## src/rtl/mem_ctrl_pkg.sv

```systemverilog
// Shared types and constants for the memory access sequencer and its wait timer.
package mem_ctrl_pkg;

  localparam int HALF_W = 16;
  localparam int WORD_W = 32;

  // Beat selector bit, appended as the LSB of the half-word address.
  localparam logic BEAT_LO = 1'b0;
  localparam logic BEAT_HI = 1'b1;

  typedef enum logic [1:0] {
    S_IDLE,
    S_BEAT_LO,
    S_BEAT_HI,
    S_RESP
  } state_t;

endpackage

```

## src/rtl/mem_wait_timer.sv

```systemverilog
// Per-beat wait counter for the access sequencer; only built when MEM_TIMEOUT_EN is defined.
module mem_wait_timer #(
  parameter int TIMEOUT = 15
) (
  input  logic clk,
  input  logic rst,
  input  logic clear,
  input  logic run,
  output logic expired
);

  localparam int CNT_W = (TIMEOUT < 2) ? 1 : $clog2(TIMEOUT + 1);

  logic [CNT_W-1:0] count;

  // Counter saturates at the expiry value so the flag stays up until the next clear.
  always_ff @(posedge clk) begin
    if (rst || clear) begin
      count <= '0;
    end else if (run && !expired) begin
      count <= count + 1'b1;
    end
  end

  assign expired = (count == CNT_W'(TIMEOUT - 1));

endmodule

```

## src/rtl/mem_access_sequencer.sv

```systemverilog
// Splits one 32-bit core load/store into two 16-bit memory beats (low half first).
// Optional per-beat abort on missing ack is enabled by defining MEM_TIMEOUT_EN.
module mem_access_sequencer
  import mem_ctrl_pkg::*;
#(
  parameter int ADDR_W  = 16,
  parameter int TIMEOUT = 15
) (
  input  logic                clk,
  input  logic                rst,
  input  logic                req_valid,
  output logic                req_ready,
  input  logic                req_write,
  input  logic [ADDR_W-2:0]   req_addr,
  input  logic [WORD_W-1:0]   req_wdata,
  output logic                resp_valid,
  output logic [WORD_W-1:0]   resp_rdata,
  output logic                resp_err,
  output logic                marce,
  output logic                mdrce,
  output logic                mdroe,
  output logic                mem_read,
  output logic                mem_write,
  output logic [ADDR_W-1:0]   mem_addr,
  output logic [HALF_W-1:0]   mem_wdata,
  input  logic [HALF_W-1:0]   mem_rdata,
  input  logic                mem_ack
);

  state_t              state, state_nx;
  logic [ADDR_W-2:0]   mar;
  logic                wr_q;
  logic [WORD_W-1:0]   wdata_q;
  logic [WORD_W-1:0]   rdata_q;
  logic                err_q;
  logic                accept;
  logic                in_beat;
  logic                beat;
  logic                timeout_hit;

  assign accept  = (state == S_IDLE) && req_valid;
  assign in_beat = (state == S_BEAT_LO) || (state == S_BEAT_HI);
  assign beat    = (state == S_BEAT_HI) ? BEAT_HI : BEAT_LO;

`ifdef MEM_TIMEOUT_EN
  logic wait_expired;
  logic beat_entry;

  // Counter restarts whenever a fresh beat begins: on accept and on the low-beat ack.
  assign beat_entry = accept || ((state == S_BEAT_LO) && mem_ack);

  mem_wait_timer #(.TIMEOUT(TIMEOUT)) u_wait_timer (
    .clk     (clk),
    .rst     (rst),
    .clear   (beat_entry),
    .run     (in_beat && !mem_ack),
    .expired (wait_expired)
  );

  assign timeout_hit = in_beat && !mem_ack && wait_expired;
`else
  assign timeout_hit = 1'b0;
`endif

  always_ff @(posedge clk) begin
    if (rst) begin
      state <= S_IDLE;
    end else begin
      state <= state_nx;
    end
  end

  always_comb begin
    state_nx = state;
    unique case (state)
      S_IDLE:    if (req_valid) state_nx = S_BEAT_LO;
      S_BEAT_LO: if (mem_ack) state_nx = S_BEAT_HI;
                 else if (timeout_hit) state_nx = S_RESP;
      S_BEAT_HI: if (mem_ack || timeout_hit) state_nx = S_RESP;
      S_RESP:    state_nx = S_IDLE;
      default:   state_nx = S_IDLE;
    endcase
  end

  // Request latch plus read assembly; an abort wipes partial load data.
  always_ff @(posedge clk) begin
    if (rst) begin
      mar     <= '0;
      wr_q    <= 1'b0;
      wdata_q <= '0;
      rdata_q <= '0;
      err_q   <= 1'b0;
    end else begin
      if (accept) begin
        mar     <= req_addr;
        wr_q    <= req_write;
        wdata_q <= req_wdata;
        rdata_q <= '0;
        err_q   <= 1'b0;
      end
      if (timeout_hit) begin
        err_q   <= 1'b1;
        rdata_q <= '0;
      end else if (in_beat && mem_ack && !wr_q) begin
        if (beat == BEAT_HI) rdata_q[WORD_W-1:HALF_W] <= mem_rdata;
        else                 rdata_q[HALF_W-1:0]      <= mem_rdata;
      end
    end
  end

  always_comb begin
    req_ready  = 1'b0;
    marce      = 1'b0;
    mdrce      = 1'b0;
    mdroe      = 1'b0;
    mem_read   = 1'b0;
    mem_write  = 1'b0;
    mem_addr   = '0;
    mem_wdata  = '0;
    resp_valid = 1'b0;
    resp_rdata = '0;
    resp_err   = 1'b0;
    unique case (state)
      S_IDLE: begin
        req_ready = 1'b1;
        marce     = req_valid;
      end
      S_BEAT_LO, S_BEAT_HI: begin
        mem_read  = !wr_q;
        mdrce     = !wr_q;
        mem_write = wr_q;
        mdroe     = wr_q;
        mem_addr  = {mar, beat};
        if (wr_q) begin
          mem_wdata = (beat == BEAT_HI) ? wdata_q[WORD_W-1:HALF_W] : wdata_q[HALF_W-1:0];
        end
      end
      S_RESP: begin
        resp_valid = 1'b1;
        resp_rdata = rdata_q;
        resp_err   = err_q;
      end
      default: ;
    endcase
  end

endmodule

```

## config.mk

```make
export PLATFORM = sky130hd
export DESIGN_NAME = mem_access_sequencer
export DESIGN_NICKNAME = d
export VERILOG_FILES = /design/src/rtl/mem_ctrl_pkg.sv /design/src/rtl/mem_wait_timer.sv /design/src/rtl/mem_access_sequencer.sv
export SDC_FILE = /design/constraint.sdc
export NUM_CORES = 1
export LEC_CHECK = 0
export CAP_MARGIN = 20
export CORE_MARGIN = 4
export CORE_UTILIZATION = 47
export CTS_BUF_LIST = sky130_fd_sc_hd__clkbuf_16
export CTS_CLUSTER_DIAMETER = 100
export DETAILED_ROUTE_END_ITERATION = 10
export GPL_ROUTABILITY_DRIVEN = 0
export PLACE_DENSITY = 0.82
export SETUP_SLACK_MARGIN = 0.5
export SLEW_MARGIN = 15
export SYNTH_ARGS = -nofsm -noshare
export SYNTH_HDL_FRONTEND = slang
export SYNTH_SLANG_ARGS = --single-unit
export TNS_END_PERCENT = 50
```

## constraint.sdc

```tcl
create_clock -name clk -period 4.9 [get_ports clk]
set_clock_uncertainty 0.15 [all_clocks]
set_input_delay 0.49 -clock clk [delete_from_list [all_inputs] [get_ports clk]]
set_output_delay 0.49 -clock clk [all_outputs]
set_load 0.05 [all_outputs]
```

Yosys cells after proc, flatten, opt, wreduce, memory -nomap -nowiden. Cells that the tools add are included. Widths: inputs -> output; s select.

Input port bits: 68. Output and inout bits: 72. Bits in registers: 82.

Reductions and logical operators: 8. Equal/unequal tests: 6. Multiplexer cells: 19.

Operator list (number): $mux 16 (6); $mux 32 (3); $pmux 2 s4 (1); $mux 1 (6); $mux 2 (3); $ne 2x2->1 const B (3); $eq 2x2->1 const B (2); $logic_and 1x1->1 (3); $reduce_and 3->1 (1); $eq 2x1->1 const B (1); $logic_not 2->1 (1); $reduce_or 2->1 (1); $logic_not 1->1 (1); $logic_or 1x1->1 (1).

Depth between registers and ports, before layout.
Depth in word-level cells: 5. Depth in mapped cells: 8. Mapped depth without buffers: 6.

Worst setup path before layout. Ideal clock, no wire load.

Path type: register to output. Start: register state[0]. End: output port mem_wdata[10]. Path buffers: 2. Data required time: 4.260 ns. Path slack: 2.174 ns. Arrival time: 2.086 ns. Cell stages (with the launch flop): 7. Path through: dfxtp_1 > inv_1 > ha_1 > buf_6 > buf_4 > mux2i_1 > nor2_1.

Longest elaborated chain between the ends: 5.

Ends and longest elaborated chain: start: declaration (RTL line mem_access_sequencer.sv:30) `state_t state, state_nx;`; start signal: assignment (RTL line mem_access_sequencer.sv:69) `state <= state_nx;`; $eq 2x2->1 (RTL line mem_access_sequencer.sv:43, mem_access_sequencer.sv:123); $mux 1 (RTL line mem_access_sequencer.sv:43) `assign beat = (state == S_BEAT_HI) ? BEAT_HI : BEAT_LO;`; $mux 16 (RTL line mem_access_sequencer.sv:135) `mem_wdata = (beat == BEAT_HI) ? wdata_q[WORD_W-1:HALF_W] : wdata_q[HALF_W-1:0];`; $mux 16 (RTL line mem_access_sequencer.sv:134) `if (wr_q) begin`; $mux 16 * (RTL line mem_access_sequencer.sv:123) `unique case (state)`; end: declaration (RTL line mem_access_sequencer.sv:25) `output logic [HALF_W-1:0] mem_wdata,`.

Mark *: on every way between the ends. The rest lies on a longest branch, timed or not.

Final worst setup path.
Start: register state[0]. End: output port mem_wdata[2].

The elaborated chain is that of the path after synthesis.

==> metrics.md <==
| Metric | Value |
|---|---|
| Worst min-delay path class | register to register |
| Outcome | finished clean |
| Final Non-Filler Cells | 683 |
| Synth area leaders | dfxtp_1 45%, nand2_1 13%, a21oi_1 11% |
| Setup bufs post-CTS | 0 |
| Final worst path period share | 75.9% |
| Reg clk slew, reported paths | 0.06 ns |
| Setup WS pre-CTS | 1.50 ns |
| Gr ovfl total | 0 |
| Top FF cell, synth | dfxtp_1 |
| Post-DP Area | 4930 sq um |
| CTS H-tree depth | 3 |
| First-pass GRT wire length | 15800 um |
| Setup Crit Path Kind | register to output port |
| Total GRT Usage | 21.9% |
| Routed Antenna Nets | 0 |
| Routed wire length | 9800 um |
| Multi-input gate area | 1750 sq um |
| Post-Synth Simple-Gate Area | 29.3% |
| Wire per inst | 14.3 um |
| Initial core utilization | 49.1% |
| Nets | 653 |
| Dominant cell by count in the synthesized netlist | nand2_1 |
| Number of port buffers | 138 |
| Setup ws final | 1.18 ns |
| Max_slew headroom | 42.6% |
| Vias | 3496 |
| Fin crit period | 3.72 ns |
| Worst EP arrival | 3.08 ns |
| Area leader, netlist | dfxtp_1 |
| Crit path launch type | register |
| Chip width | 96.0 um |
| Number of flops mapped to enable cells by yosys | 0 |
| Setup TNS Final | 0 ns |
| Area grow syn2layout | 44.3% |
| PD cells | 433 nW/um^2 |
| Core Box Area | 7410 sq um |
| Hold Fails Final Rpt | 0 |
| Die H | 96.0 um |
| Ys Warns | 0 |
| Yosys cell types | 27 |
| CTS sink count | 82 |
| Fillcell total | 596 |
| Peak VDD IR | 258 uV |
| Slew @ Worst Pin | 0.860 ns |
| Final Slew Violations | 0 |
| Worst-skew pair later-pin latency | 0.33 ns |
| Min Hold Slack | 0.299 ns |
| Post-Syn Area per Cell | 7.80 sq um |
| Unrepaired setup endpoints after global routing | false |
| MaxCap Viol Count | 0 |
| Dpl cells | 666 |
| Synth Area in Adders | 2.06% |
| Crit Path Max Fanout | 22 |
| Xor and xnor area share after synthesis | 0% |
| Ys async rst share | 0% |
| First-pass DRT Iterations | 4 |
| Number of global-route vias before repair | 3448 |
| Fmax | 0.269 GHz |
| Vias per inst | 5.12 |
| Final Cell Area | 5260 sq um |
| Drt initial violations | 131 |
| Main combinational cell family by area after synthesis | simple AND/OR/NAND/NOR gates |
| Leakage power total | 1.90 nW |
| I/O pins | 140 |
| Net count after synthesis | 541 |
| Top cell type's share of synthesized area | 45.1% |
| CTS root buf | clkbuf_16 |
| Commonest cells in the netlist | 130 x nand2_1, 82 x dfxtp_1, 80 x a21oi_1 |
| Synth Instances | 467 |
| Worst path required time | 4.26 ns |
| N_diodes | 0 |
| Worst setup EP type | output port |
| CTS tree | yes |
| Seq/Total Area, Yosys | 45.1% |
| Sequential Area | 1640 sq um |
| Synth Cell Area | 3640 sq um |
| Initial antenna violation count | 0 |
| Die ar. | 9220 sq um |
| Longest Clk Path Bufs | 2 |
| Pin count of the biggest net entering global routing | 81 |
| Synth Area in Compound Gates | 12.2% |
| Post-CTS resize count | 0 |
| Post-synthesis mux area share | 4.40% |
| Layout cells sized above 1 | 3.94% |
| Seq cells post-synth | 82 |
| # setup viols final | 0 |
| Num CTS Buffers | 9 |
| CTS Hold Bufs | 0 |
| # DRC | 0 |
| Hpwl dp | 6770 um |
| Row cnt | 31 |
## state kept, by name, indices dropped and copies added, names as in the netlist
| name | flops |
|---|---|
| wr_q | 1 |
| mar | 15 |
| state | 2 |
| wdata_q | 32 |
| rdata_q | 32 |
## stage by stage
stage          power, mW  utilization, %
2_1_floorplan       1.39               -
3_3_place_gp        1.56            66.5
3_5_place_dp        1.58            66.5
4_1_cts             2.30            70.8
5_1_grt             2.40            70.9
6_report            2.28            70.9
## routing by layer
| layer | vias to the layer above | global-route usage, % | routed length [um] |
|---|---|---|---|
| met5 | - | 0 | 0 |
| met4 | 0 | 6.99 | 101 |
| met3 | 8 | 8.13 | 875 |
| met2 | 134 | 35.7 | 4660 |
| met1 | 1612 | 26.6 | 4160 |
| li1 | 1742 | - | - |
## cells by family (layout without fill, tap and decap cells)
| family | Yosys count | after routing |
|---|---|---|
| and+or+nand+nor | 232 | 232 |
| AOI/OAI and AO/OA | 85 | 85 |
| DFF | 82 | 82 |
| buffers and inverters | 45 | 162 |
| muxes | 16 | 16 |
| adders and majority gates | 6 | 6 |
| other | 1 | 1 |
## placed cells by master, fill, tap and decap left out, types with 2 or more instances in the layout
master	instances
a21oi_1	80
and2_1	47
buf_4	2
bufinv_16	2
clkbuf_16	9
clkdlybuf4s50_1	137
clkinv_2	2
dfxtp_1	82
ha_1	6
inv_1	4
mux2i_1	16
nand2_1	129
nand3_1	32
nor2_1	17
## path summary, 6_finish.rpt
kind	depth (start not counted)	end	from	slack [ns]
min reg2reg	2	mar[8]	mar[8]	0.30
min	2	mar[8]	mar[8]	0.30
max reg2reg	5	rdata_q[12]	state[0]	2.30
max	5	mem_wdata[2]	state[0]	1.18
## critical path, cell delays in order (launching register included)
cell             delay [ns]
dfxtp_1                0.40
inv_1                  0.12
ha_1                   0.65
nand2_1                0.50
nor2_1                 0.24
clkdlybuf4s50_1        0.84
## power by group
group / total (mW) / internal [mW] / switching [mW]
registers: 0.844 / 0.781 / 0.0632
logic: 0.726 / 0.250 / 0.477
clock network: 0.707 / 0.445 / 0.262
## layout make-up
type	count	area share, %
Multi-Input combinational cell	340	33.3
Sequential cell	82	31.2
Timing Repair Buffer	141	26.7
Clock buffer	9	4.29
Tap cell	99	2.36
Clock inverter	7	1.74
Inverter	5	0.357
Note: power is estimated with default switching activity, not from simulation.
